File: config.mk
export PLATFORM = sky130hd
export DESIGN_NAME = song_sequencer
export DESIGN_NICKNAME = d
export VERILOG_FILES = /design/src/rtl/song_pkg.sv /design/src/rtl/song_rom.sv /design/src/rtl/song_sequencer.sv
export SDC_FILE = /design/constraint.sdc
export NUM_CORES = 1
export LEC_CHECK = 0
export CORE_MARGIN = 1
export CORE_UTILIZATION = 57
export DETAILED_ROUTE_END_ITERATION = 8
export PLACE_DENSITY_LB_ADDON = 0.3
export RECOVER_POWER = 50
export SLEW_MARGIN = 20
export SYNTH_ARGS = -nofsm -noshare
export SYNTH_HDL_FRONTEND = slang
export SYNTH_SLANG_ARGS = --single-unit
File: constraint.sdc
create_clock -name clk -period 4.45 [get_ports clk]
set_input_delay 0.445 -clock clk [delete_from_list [all_inputs] [get_ports clk]]
set_output_delay 0.445 -clock clk [all_outputs]
set_load 0.005 [all_outputs]
File: src/rtl/song_pkg.sv
// Shared definitions for the song sequencer: default sizing, lane indices,
// song IDs, FSM state encoding and the note rule for the built-in song.
package song_pkg;

  localparam int NUM_LANES_DEF      = 3;
  localparam int SONG_LEN_DEF       = 100;
  localparam int NUM_SONGS_DEF      = 4;
  localparam int SEL_W_DEF          = 5;
  localparam int TICKS_PER_BEAT_DEF = 12500000;
  localparam int WINDOW_DEF         = 16;
  localparam int BEAT_W             = 7;

  localparam int LANE_RED    = 0;
  localparam int LANE_YELLOW = 1;
  localparam int LANE_BLUE   = 2;

  // Song IDs; the ROM decodes against these, so remapping happens here only.
  localparam int SONG_TTFAF = 0;

  typedef enum logic [2:0] {
    ST_IDLE   = 3'd0,
    ST_LOAD   = 3'd1,
    ST_PLAY   = 3'd2,
    ST_PAUSED = 3'd3,
    ST_DONE   = 3'd4
  } state_e;

  // Note rule for SONG_TTFAF: red on even beats from 10, yellow every fourth
  // beat from 11, blue every fourth beat from 13.
  function automatic logic ttfaf_note(input int lane, input int beat);
    logic note;
    note = 1'b0;
    if (lane == LANE_RED) begin
      note = (beat >= 10) && ((beat % 2) == 0);
    end else if (lane == LANE_YELLOW) begin
      note = (beat >= 11) && (((beat - 11) % 4) == 0);
    end else if (lane == LANE_BLUE) begin
      note = (beat >= 13) && (((beat - 13) % 4) == 0);
    end
    return note;
  endfunction

endpackage

File: src/rtl/song_rom.sv
// Combinational song pattern ROM. Lane L occupies [L*SONG_LEN +: SONG_LEN],
// with beat 0 in the MSB of each lane field. Unknown IDs give silence.
module song_rom
  import song_pkg::*;
#(
  parameter int NUM_LANES = NUM_LANES_DEF,
  parameter int SONG_LEN  = SONG_LEN_DEF,
  parameter int SEL_W     = SEL_W_DEF
) (
  input  logic [SEL_W-1:0]              song_id,
  output logic [NUM_LANES*SONG_LEN-1:0] pattern
);

  logic [NUM_LANES*SONG_LEN-1:0] w_ttfaf;

  // Constant pattern built from the note rule, one bit per lane and beat.
  generate
    for (genvar gi = 0; gi < NUM_LANES; gi++) begin : g_lane
      for (genvar gb = 0; gb < SONG_LEN; gb++) begin : g_beat
        assign w_ttfaf[gi*SONG_LEN + SONG_LEN - 1 - gb] = ttfaf_note(gi, gb);
      end
    end
  endgenerate

  // Select the pattern for the requested song ID.
  always_comb begin
    pattern = '0;
    if (song_id == SEL_W'(SONG_TTFAF)) begin
      pattern = w_ttfaf;
    end
  end

endmodule

File: src/rtl/song_sequencer.sv
// Song sequencer: loads a ROM pattern into per-lane shift registers and
// advances one beat every TICKS_PER_BEAT clocks, with pause/abort/done.
module song_sequencer
  import song_pkg::*;
#(
  parameter int NUM_LANES      = NUM_LANES_DEF,
  parameter int SONG_LEN       = SONG_LEN_DEF,
  parameter int NUM_SONGS      = NUM_SONGS_DEF,
  parameter int SEL_W          = SEL_W_DEF,
  parameter int TICKS_PER_BEAT = TICKS_PER_BEAT_DEF,
  parameter int WINDOW         = WINDOW_DEF
) (
  input  logic                        clk,
  input  logic                        resetn,
  input  logic                        start,
  input  logic                        abort,
  input  logic                        pause,
  input  logic [SEL_W-1:0]            song_select,
  output logic [NUM_LANES-1:0]        note_now,
  output logic [NUM_LANES*WINDOW-1:0] lane_window,
  output logic                        beat_pulse,
  output logic [BEAT_W-1:0]           beat_idx,
  output logic                        playing,
  output logic                        done,
  output logic                        sel_err
);

  localparam int                TICK_W    = (TICKS_PER_BEAT > 1) ? $clog2(TICKS_PER_BEAT) : 1;
  localparam logic [TICK_W-1:0] TICK_LAST = TICK_W'(TICKS_PER_BEAT - 1);
  localparam logic [BEAT_W-1:0] BEAT_LAST = BEAT_W'(SONG_LEN - 1);
  localparam logic [SEL_W:0]    SEL_LIMIT = (SEL_W + 1)'(NUM_SONGS);

  state_e                        r_state;
  state_e                        w_state_next;
  logic [TICK_W-1:0]             r_tick;
  logic [BEAT_W-1:0]             r_beat_idx;
  logic [SEL_W-1:0]              r_sel;
  logic                          r_beat_pulse;
  logic                          r_sel_err;
  logic [SONG_LEN-1:0]           r_lanes [NUM_LANES];
  logic [NUM_LANES*SONG_LEN-1:0] w_pattern;

  logic w_sel_ok;
  logic w_beat_wrap;
  logic w_last_beat;
  logic w_clear;
  logic w_latch;
  logic w_reject;
  logic w_load;
  logic w_advance;
  logic w_tick_inc;

  assign w_sel_ok    = ({1'b0, song_select} < SEL_LIMIT);
  assign w_beat_wrap = (r_tick == TICK_LAST);
  assign w_last_beat = (r_beat_idx == BEAT_LAST);

  song_rom #(
    .NUM_LANES (NUM_LANES),
    .SONG_LEN  (SONG_LEN),
    .SEL_W     (SEL_W)
  ) u_rom (
    .song_id (r_sel),
    .pattern (w_pattern)
  );

  // State register.
  always_ff @(posedge clk or negedge resetn) begin
    if (!resetn) begin
      r_state <= ST_IDLE;
    end else begin
      r_state <= w_state_next;
    end
  end

  // Next-state and datapath control; abort overrides everything, pause
  // wins over a beat edge falling in the same cycle.
  always_comb begin
    w_state_next = r_state;
    w_clear      = 1'b0;
    w_latch      = 1'b0;
    w_reject     = 1'b0;
    w_load       = 1'b0;
    w_advance    = 1'b0;
    w_tick_inc   = 1'b0;
    if (abort) begin
      w_state_next = ST_IDLE;
      w_clear      = 1'b1;
    end else begin
      case (r_state)
        ST_IDLE, ST_DONE: begin
          if (start) begin
            if (w_sel_ok) begin
              w_latch      = 1'b1;
              w_state_next = ST_LOAD;
            end else begin
              w_reject = 1'b1;
            end
          end
        end
        ST_LOAD: begin
          w_load       = 1'b1;
          w_state_next = ST_PLAY;
        end
        ST_PLAY: begin
          if (pause) begin
            w_state_next = ST_PAUSED;
          end else if (w_beat_wrap) begin
            w_advance = 1'b1;
            if (w_last_beat) begin
              w_state_next = ST_DONE;
            end
          end else begin
            w_tick_inc = 1'b1;
          end
        end
        ST_PAUSED: begin
          if (!pause) begin
            w_state_next = ST_PLAY;
          end
        end
        default: begin
          w_state_next = ST_IDLE;
        end
      endcase
    end
  end

  // Tick/beat counters, latched select and the registered strobes.
  always_ff @(posedge clk or negedge resetn) begin
    if (!resetn) begin
      r_tick       <= '0;
      r_beat_idx   <= '0;
      r_sel        <= '0;
      r_beat_pulse <= 1'b0;
      r_sel_err    <= 1'b0;
    end else begin
      r_beat_pulse <= w_advance;
      r_sel_err    <= w_reject;
      if (w_clear) begin
        r_tick     <= '0;
        r_beat_idx <= '0;
        r_sel      <= '0;
      end else begin
        if (w_latch) begin
          r_sel <= song_select;
        end
        if (w_load) begin
          r_tick     <= '0;
          r_beat_idx <= '0;
        end else if (w_advance) begin
          r_tick <= '0;
          if (!w_last_beat) begin
            r_beat_idx <= r_beat_idx + BEAT_W'(1);
          end
        end else if (w_tick_inc) begin
          r_tick <= r_tick + TICK_W'(1);
        end
      end
    end
  end

  generate
    for (genvar gi = 0; gi < NUM_LANES; gi++) begin : g_lane
      // Per-lane pattern shift register; zeros shift in behind the song.
      always_ff @(posedge clk or negedge resetn) begin
        if (!resetn) begin
          r_lanes[gi] <= '0;
        end else if (w_clear) begin
          r_lanes[gi] <= '0;
        end else if (w_load) begin
          r_lanes[gi] <= w_pattern[gi*SONG_LEN +: SONG_LEN];
        end else if (w_advance) begin
          r_lanes[gi] <= {r_lanes[gi][SONG_LEN-2:0], 1'b0};
        end
      end

      assign note_now[gi]                     = r_lanes[gi][SONG_LEN-1];
      assign lane_window[gi*WINDOW +: WINDOW] = r_lanes[gi][SONG_LEN-1 -: WINDOW];
    end
  endgenerate

  assign beat_pulse = r_beat_pulse;
  assign beat_idx   = r_beat_idx;
  assign sel_err    = r_sel_err;
  assign playing    = (r_state == ST_LOAD) || (r_state == ST_PLAY) || (r_state == ST_PAUSED);
  assign done       = (r_state == ST_DONE);

endmodule

==> results of run 1 <==
synthesized netlist by cell type (2+ instances only):
library cell and instances:
xor2_1 13, buf_6 2, nor3_1 9, dfrtp_1 248, nand4b_1 2, or4_1 4, nand3_1 126, inv_1 4
buf_2 37, a21oi_1 39, o221a_2 55, nor4_1 7, ha_1 2, nor2_1 30, buf_1 5, o21ai_0 7
nand4_1 13, and3_1 6, o211ai_1 3, buf_4 51, or2_2 2, nand2_1 303, nor3b_1 3, nor2b_1 3
clkbuf_1 34, o31ai_1 2, and4_1 4, xnor2_1 10, or3_1 3, o221a_1 10, nor4b_1 4, o311a_1 2
and2_1 5
timing repair:
action,4_1_cts,5_1_grt
hold endpoints to repair,0,35
endpoints found under the setup margin,0,0
hold buffers,0,1
setup buffers,0,0
registers in the layout (all words and copies together), names as in the netlist:
signal / cells
r_state: 3
r_tick: 24
beat_idx: 7
r_lanes: 165
sel_err: 1
beat_pulse: 1
r_sel: 5
lane_window: 42
report_power, final:
part / switching, mW / internal, mW
registers: 0.0800 / 2.37
clock network: 0.847 / 1.14
logic: 0.218 / 0.162
cell families after synthesis:
kind of cell	synth area share, %
flops	58.4
simple gates	22.5
fa+ha+maj	0.235
xor+xnor	1.90
buf+inv	7.08
mux	0.0942
compound gates	9.83
path summary, 6_finish.rpt:
kind | slack, ns | cells after the start | end
worst max register to register | 1.53 | 7 | r_lanes[251]$_DFFE_PN0P_
worst min-delay path | 0.46 | 2 | r_lanes[103]$_DFFE_PN0P_
worst min register to register | 0.46 | 2 | r_lanes[103]$_DFFE_PN0P_
worst max-delay path | 1.53 | 3 | r_lanes[264]$_DFFE_PN0P_
max in group clk | 1.53 | 7 | r_lanes[251]$_DFFE_PN0P_
min in group asynchronous | 1.14 | 2 | lane_window[14]$_DFFE_PN0P_
area by class of cell:
cell class | instances | share of cell area, %
clock buffers | 32 | 5.75
repair buffers | 86 | 7.49
clock inverters | 9 | 0.707
inverters | 4 | 0.127
well taps | 229 | 2.42
flip-flops and latches | 248 | 52.4
multi-input cells | 677 | 31.1
worst max-delay path, stage by stage:
cell           delay (ns)
dlygate4sd3_1        0.52
clkbuf_1             1.57
clkbuf_2             0.88
routing by layer:
| metal | vias to the layer above | track usage (%) |
|---|---|---|
| li1 | 3549 | - |
| met1 | 3702 | 33.0 |
| met2 | 205 | 35.3 |
| met3 | 22 | 2.90 |
| met4 | 0 | 4.32 |
| met5 | - | 0 |
through the flow:
step	hold slack, ns	cells	total power, mW	area [µm²]	setup slack [ns]
2_1_floorplan	0.149	1058	2.73	10600	2.32
3_3_place_gp	0.453	1242	2.87	11100	1.26
3_5_place_dp	0.458	1242	2.88	11100	1.24
4_1_cts	0.127	1283	4.86	11800	1.54
5_1_grt	0.492	1285	5.00	11900	0.979
6_report	0.458	1285	4.82	11900	1.53
==> impl_metrics.csv, run 1 <==
group,metric,value,unit
critical_path,startpoint,"resetn",
finish,multi_input_area,3690,µm²
clocking,cts_tree,"built",
logic_synthesis,ys_seq_area_share,58.4,%
critical_path,cp-start-kind,"primary input",
logic_synthesis,syn-cell-area,10600,µm²
drt,postRouteAntennaNets,0,
finish,nets,1054,
drt,drt_first_pass_iters,8,
finish,n_fill_cell,1409,
critical_path,cp_max_fo,38,
status,violations,"DRC, capacitance limit, slew limit",
sta,fmax,0.342,GHz
logic_synthesis,synth_edf_count,0,
clocking,clk_latency,0.51,ns
clocking,cts.sinks,248,
finish,layout_common_cells,"nand2_1 (302), dfrtp_1 (248), nand3_1 (126), o221a_2 (55), clkdlybuf4s50_1 (40)",
critical_path,path_class,"in -> async",
power_and_ir_drop,power_density,406,nW/µm²
sta,slew_violations,37,
drt,vias,7478,
sta,rsz0062_at_grt,"no",
logic_synthesis,syn_nets,1070,
clocking,clockBufferDepth,3,
critical_path,worstPathRequired,4.97,ns
finish,area_growth,11.5,%
die,coreArea,18100,µm²
sta,tightest_slew,2.21,ns
logic_synthesis,synthFlopType,"dfrtp_1",
die,die_w,139,µm
sta,setup_tns,0,ns
logic_synthesis,netlist_instances,1058,
sta,clock_skew,0.0184,ns
critical_path,critPathArrivalTime,3.45,ns
die,die_h,139,µm
drt,drt-initial-drc-count,673,
status,status,"finished with violations",
logic_synthesis,ys_seq_elements,248,
global_routing,grt_pass1_wl,35700,µm
global_routing,track_usage,22.2,%
logic_synthesis,ys_top_cells_by_area,"dfrtp_1 (58%), nand2_1 (11%), nand3_1 (5.9%)",
sta,finalCritPeriodShare,65.7,%
sta,hold_viol,0,
hold_path,min_from,"r_lanes[102]$_DFFE_PN0P_",
hold_path,hp-class,"reg -> reg",
clocking,clockRootBuffer,"clkbuf_16",
critical_path,cp-end-kind,"asynchronous set/reset pin",
finish,final_layout_size_suffix_gt1_share,11.0,%
drt,wl_per_cell,16.0,µm
die,num_rows,49,
logic_synthesis,async_reset_ff_share,100,%
power_and_ir_drop,ir_drop,0.292,mV
drt,viasPerCell,5.82,
placement,routabilityCongestion,0.806,
drt,met3_length,974,µm
drt,drcViolationCount,13,
sta,fin_crit,2.92,ns
power_and_ir_drop,p_leak,5.69,nW
sta,relSlewSlack,-47.1,%
clocking,htreeDepth,1,
global_routing,antenna_found_initial,0,
logic_synthesis,synth_top_area_share,58.4,%
clocking,cts-resized-gates,0,
global_routing,grt_overflow,0,
finish,seqCellArea,6210,µm²
logic_synthesis,yosysTopAreaCell,"dfrtp_1",
global_routing,grt_max_degree,143,
sta,finalSetupViolations,0,
clocking,cts.clk_slew.worst_paths,0.06,ns
global_routing,grt_pass1_vias,7216,
drt,top_layer_used,"met4",
drt,wl,20500,µm
placement,place_hpwl,11200,µm
logic_synthesis,yosys_warnings,0,
drt,met2WireLength,9560,µm
critical_path,crit-reg2reg-launch,"r_tick[0]$_DFFE_PN0P_",
placement,port_buffers,71,
logic_synthesis,syn_avg_cell_area,10.0,µm²
die,start_util,58.6,%
die,die_area,19200,µm²
logic_synthesis,synth.distinct_cells,43,
clocking,cts_buffers,25,
flow_run,cap_violations,1,
finish,n_antenna_cell,0,
finish,final_common_cell,"nand2_1",
die,io_pins,72,
drt,wl_met1,9760,µm
finish,fin_util,65.3,%
Note: power is estimated with default switching activity, not from simulation.
==> run 2, diff against run 1 <==
--- a/config.mk
+++ b/config.mk
@@ -6,7 +6,7 @@
 export NUM_CORES = 1
 export LEC_CHECK = 0
 export CORE_MARGIN = 1
-export CORE_UTILIZATION = 57
+export CORE_UTILIZATION = 53
 export DETAILED_ROUTE_END_ITERATION = 8
 export PLACE_DENSITY_LB_ADDON = 0.3
 export RECOVER_POWER = 50
==> constraint.sdc (replaced) <==
create_clock -name clk -period 2.6 [get_ports clk]
set_input_delay 0.26 -clock clk [delete_from_list [all_inputs] [get_ports clk]]
set_output_delay 0.26 -clock clk [all_outputs]
set_load 0.005 [all_outputs]
==> run 2 against run 1 <==
Against the previous run:
- clock power increased by 100%
- cell count up 4.3%
- largest cell class unchanged
- critical path depth rose by 4
- clock skew decreased by 0.010 ns
- the run ends with capacitance limit, slew limit left
- combinational power rose by 83%
==> impl_metrics.csv, run 2 (synthesis gave the netlist of run 1 again) <==
group,metric,value,unit
critical_path,max_stage_delay,0.71,ns
drt,drcViolationCount,0,
power_and_ir_drop,ir_drop,0.503,mV
die,die_area,20600,µm²
critical_path,crit_family,"simple AND/OR/NAND/NOR gates",
clocking,cts_setup_buffers,0,
die,die_w,144,µm
die,coreArea,19600,µm²
clocking,cts_tree,"built",
global_routing,grt_util_met2,32.8,%
clocking,clockRootBuffer,"clkbuf_16",
clocking,clk_latency,0.52,ns
critical_path,critPathArrivalTime,2.89,ns
drt,viasPerCell,5.60,
finish,final_layout_size_suffix_gt1_share,12.6,%
clocking,cts.sinks,248,
sta,finalCritPeriodShare,93.7,%
critical_path,cp-end-kind,"flop",
global_routing,use_met1,31.7,%
sta,fin_crit,2.44,ns
finish,layout_common_cells,"nand2_1 (302), dfrtp_1 (248), nand3_1 (126), o221a_2 (55), clkdlybuf4s50_1 (45)",
sta,slew_violations,69,
drt,vias,7509,
status,status,"finished with violations",
drt,drt_first_pass_iters,5,
sta,setup_tns,0,ns
global_routing,antenna_found_initial,0,
finish,final_common_cell,"nand2_1",
power_and_ir_drop,power_density,728,nW/µm²
die,start_util,54.3,%
sta,finalSetupViolations,0,
critical_path,worstPathRequired,3.06,ns
drt,wl,20900,µm
sta,rsz0062_at_grt,"no",
global_routing,grt_pass1_wl,35800,µm
global_routing,use_met3,2.77,%
placement,place_hpwl,11700,µm
drt,drt-initial-drc-count,552,
critical_path,cp-start-kind,"flop",
critical_path,path_class,"reg -> reg",
clocking,cts.clk_slew.worst_paths,0.06,ns
flow_run,cap_violations,1,
sta,hold_viol,0,
sta,fmax,0.410,GHz
global_routing,grt_overflow,0,
hold_path,hp-class,"in -> reg",
clocking,htreeDepth,1,
sta,clock_skew,0.00834,ns
global_routing,grt_pass1_vias,7294,
die,die_h,144,µm
clocking,cts_buffers,26,
critical_path,crit_path_cell_trace,"ha_1 -> and3_1 -> nand4_2 -> or4_1 -> nand2_4 -> buf_12 -> o221a_2",
finish,regMostFlops,"r_lanes",
placement,port_buffers,71,
critical_path,crit_buf_inv,1,
finish,n_antenna_cell,0,
finish,nets,1068,
die,num_rows,51,
placement,routabilityCongestion,0.796,
finish,largest_register_ffs,165,
power_and_ir_drop,report.power.total,8.89,mW
sta,tightest_slew,1.70,ns
global_routing,grt_max_degree,126,
sta,relSlewSlack,-13.3,%
finish,area_growth,14.9,%
global_routing,track_usage,21.1,%
power_and_ir_drop,p_leak,5.85,nW
global_routing,busiest_layer,"met2",
critical_path,slowest_stage,"or4_1",
die,io_pins,72,
status,violations,"capacitance limit, slew limit",
drt,wl_per_cell,15.6,µm
clocking,clockBufferDepth,3,
critical_path,cp_max_fo,46,
drt,postRouteAntennaNets,0,
-- run 2: changes by cell type in the layout (fill, tap and decap cells not counted), sizes merged --
cell	delta
buf	+11
clkinvlp	-2
bufinv	+5
dlygate4sd3	-5
clkinv	+4
inv	+1
clkdlybuf4s50	+5
-- run 2: metrics by stage --
stage	worst slack (ns)	hold WS (ns)	utilization, %	instance area (µm²)	instances
3_5_place_dp	0.164	0.254	57.7	11300	1292
6_report	0.163	0.308	62.3	12200	1340
2_1_floorplan	0.474	-0.0356	-	10600	1058
4_1_cts	0.152	0.293	62.5	12200	1340
5_1_grt	0.0310	0.314	62.3	12200	1340
3_3_place_gp	0.207	0.260	57.7	11300	1292
-- run 2: layer usage --
layer | wire (µm) | up-vias
met5 | 0 | -
met4 | 297 | 0
met3 | 833 | 27
met1 | 10200 | 3764
met2 | 9550 | 139
li1 | - | 3579
-- run 2: path summary, 6_finish.rpt --
kind	from	end	slack, ns	cells after the start
max	r_tick[0]$_DFFE_PN0P_	r_lanes[225]$_DFFE_PN0P_	0.16	7
min	song_select[1]	r_sel[1]$_DFFE_PN0P_	0.31	3
max reg2reg	r_tick[0]$_DFFE_PN0P_	r_lanes[225]$_DFFE_PN0P_	0.16	7
min reg2reg	r_lanes[108]$_DFFE_PN0P_	r_lanes[109]$_DFFE_PN0P_	0.46	2
max in group asynchronous	resetn	r_lanes[175]$_DFFE_PN0P_	0.49	3
min in group asynchronous	resetn	r_lanes[272]$_DFFE_PN0P_	0.74	2
-- run 2: area by class of cell --
cell class / instances / area, µm²
Clock buffer: 30 / 666
Clock inverter: 17 / 267
Fill cell: 1628 / 7380
Inverter: 4 / 15.0
Multi-Input combinational cell: 677 / 3690
Sequential cell: 248 / 6210
Tap cell: 265 / 332
Timing Repair Buffer: 99 / 1040
-- run 2: what timing repair did --
action / 4_1_cts / 5_1_grt
endpoints found under the hold margin: 64 / 0
resized for setup: 0 / 0
hold buffers: 1 / 0
setup endpoints to repair: 0 / 0
-- run 2: tightest hold or removal path, cell delays in order --
cell and delay, ns:
clkdlybuf4s50_1 0.40, nand3_1 0.07, a21oi_1 0.06
-- run 2: power by group --
group | internal, mW | leakage (nW) | total, mW | switching, mW
clock | 2.45 | 0.452 | 4.00 | 1.55
combinational | 0.311 | 2.04 | 0.696 | 0.385
sequential | 4.06 | 3.37 | 4.19 | 0.128
==> run 3, diff against run 2 <==
--- a/config.mk
+++ b/config.mk
@@ -5,11 +5,10 @@
 export SDC_FILE = /design/constraint.sdc
 export NUM_CORES = 1
 export LEC_CHECK = 0
-export CORE_MARGIN = 1
+export ABC_CLOCK_PERIOD_IN_PS = 2600
 export CORE_UTILIZATION = 53
 export DETAILED_ROUTE_END_ITERATION = 8
 export PLACE_DENSITY_LB_ADDON = 0.3
-export RECOVER_POWER = 50
 export SLEW_MARGIN = 20
 export SYNTH_ARGS = -nofsm -noshare
 export SYNTH_HDL_FRONTEND = slang
==> run 3 against run 2 <==
Against the previous run:
- the flow now finishes without violations
- fmax decreased by 0.13%
- design area increased by 0.25%
- wire length hardly changed
- sequential power barely moved
- via count up 0.21%
- total power up 0.13%
==> impl_metrics.csv, run 3 (synthesis gave the netlist of run 1 again) <==
group,metric,value,unit
finish,largest_register_ffs,165,
power_and_ir_drop,ir_drop,0.503,mV
critical_path,ff2ff_path_depth,7,
die,die_area,20600,µm²
die,die_w,144,µm
critical_path,reg2reg_to,"r_lanes[225]$_DFFE_PN0P_",
global_routing,grt_pass1_vias,7294,
sta,slew_violations,0,
clocking,clk_latency,0.52,ns
sta,hold_viol,0,
finish,final_common_cell,"nand2_1",
placement,place_hpwl,11700,µm
power_and_ir_drop,power_density,727,nW/µm²
sta,finalCritPeriodShare,93.8,%
clocking,clockBufferDepth,3,
sta,rsz0062_at_grt,"no",
power_and_ir_drop,p_leak,5.78,nW
clocking,cts_buffers,26,
drt,wl_per_cell,15.6,µm
clocking,cts.sinks,248,
critical_path,cp-end-kind,"flop",
sta,hold-worst-slack,0.282,ns
critical_path,cp-start-kind,"flop",
drt,postRouteAntennaNets,0,
die,coreArea,19600,µm²
critical_path,worstPathRequired,3.06,ns
clocking,cts-resized-gates,0,
sta,tightest_slew,0.536,ns
sta,finalSetupViolations,0,
sta,fin_crit,2.44,ns
drt,viasPerCell,5.62,
critical_path,max_stage_delay,0.71,ns
drt,drt-initial-drc-count,558,
critical_path,crit_buf_inv,1,
die,start_util,54.3,%
finish,layout_common_cells,"nand2_1 (302), dfrtp_1 (248), nand3_1 (126), clkdlybuf4s50_1 (70), o221a_2 (55)",
clocking,hold_buffers,1,
drt,vias,7525,
hold_path,hp-class,"in -> async",
finish,n_antenna_cell,0,
critical_path,slowest_stage,"or4_1",
die,num_rows,51,
global_routing,grt_overflow,0,
finish,nets,1068,
critical_path,cp_max_fo,46,
finish,area_growth,15.2,%
die,io_pins,72,
global_routing,grt_pass1_wl,35800,µm
placement,routabilityCongestion,0.796,
critical_path,crit_family,"simple AND/OR/NAND/NOR gates",
sta,setup_tns,0,ns
sta,fmax,0.410,GHz
critical_path,path_class,"reg -> reg",
drt,drt_first_pass_iters,4,
drt,wl,20900,µm
placement,port_buffers,71,
status,status,"completed",
critical_path,crit_path_cell_trace,"ha_1 -> and3_1 -> nand4_2 -> or4_1 -> nand2_4 -> buf_12 -> o221a_2",
clocking,cts_tree,"built",
critical_path,rrSetupSlack,0.16,ns
global_routing,antenna_found_initial,0,
finish,regMostFlops,"r_lanes",
clocking,cts_setup_buffers,0,
clocking,clockRootBuffer,"clkbuf_16",
finish,final_layout_size_suffix_gt1_share,12.7,%
flow_run,cap_violations,0,
critical_path,crit-reg2reg-launch,"r_tick[0]$_DFFE_PN0P_",
die,die_h,144,µm
sta,relSlewSlack,63.9,%
critical_path,critPathArrivalTime,2.90,ns
clocking,cts.clk_slew.worst_paths,0.06,ns
clocking,htreeDepth,1,
global_routing,grt_max_degree,126,
drt,drcViolationCount,0,
global_routing,track_usage,21.1,%
sta,clock_skew,0.00817,ns
run 3: stage by stage:
stage | cells | worst slack, ns | instance area, µm² | utilization [%] | total power [mW]
final | 1340 | 0.160 | 12200 | 62.5 | 8.90
after global routing | 1340 | 0.0494 | 12200 | 62.5 | 9.24
after CTS | 1340 | 0.152 | 12200 | 62.5 | 8.99
after detailed placement | 1292 | 0.164 | 11300 | 57.7 | 4.97
after global placement | 1292 | 0.207 | 11300 | 57.7 | 4.95
after floorplan | 1058 | 0.474 | 10600 | - | 4.67
run 3: power by group:
group,leakage (nW),internal (mW),switching (mW)
Combinational,1.96,0.319,0.385
Clock,0.452,2.45,1.55
Sequential,3.37,4.06,0.129
Total,5.78,6.83,2.06
run 3: metal layers:
metal / up-vias / track usage, % / wire length, µm
li1: 3575 / - / -
met2: 141 / 32.8 / 9550
met5: - / 0 / 0
met3: 27 / 2.77 / 851
met1: 3782 / 31.7 / 10200
met4: 0 / 4.82 / 299
run 3: cell type report:
| cell class | instances | area, µm² |
|---|---|---|
| Clock buffer | 30 | 666 |
| Inverter | 4 | 15.0 |
| Timing Repair Buffer | 99 | 1070 |
| Fill cell | 1622 | 7350 |
| Clock inverter | 17 | 267 |
| Sequential cell | 248 | 6210 |
| Multi-Input combinational cell | 677 | 3690 |
| Tap cell | 265 | 332 |
run 3: how the worst max path moves through the flow:
stage / slack (ns) / endpoint / start / cells past startpoint
after floorplan: 0.47 / r_tick[10]$_DFFE_PN0P_ / r_tick[0]$_DFFE_PN0P_ / 9
after global placement: 0.21 / r_lanes[229]$_DFFE_PN0P_ / pause / 7
after detailed placement: 0.16 / r_lanes[225]$_DFFE_PN0P_ / pause / 7
after CTS: 0.15 / r_lanes[225]$_DFFE_PN0P_ / r_tick[0]$_DFFE_PN0P_ / 7
after global routing: 0.05 / r_lanes[120]$_DFFE_PN0P_ / r_tick[0]$_DFFE_PN0P_ / 7
final: 0.16 / r_lanes[225]$_DFFE_PN0P_ / r_tick[0]$_DFFE_PN0P_ / 7
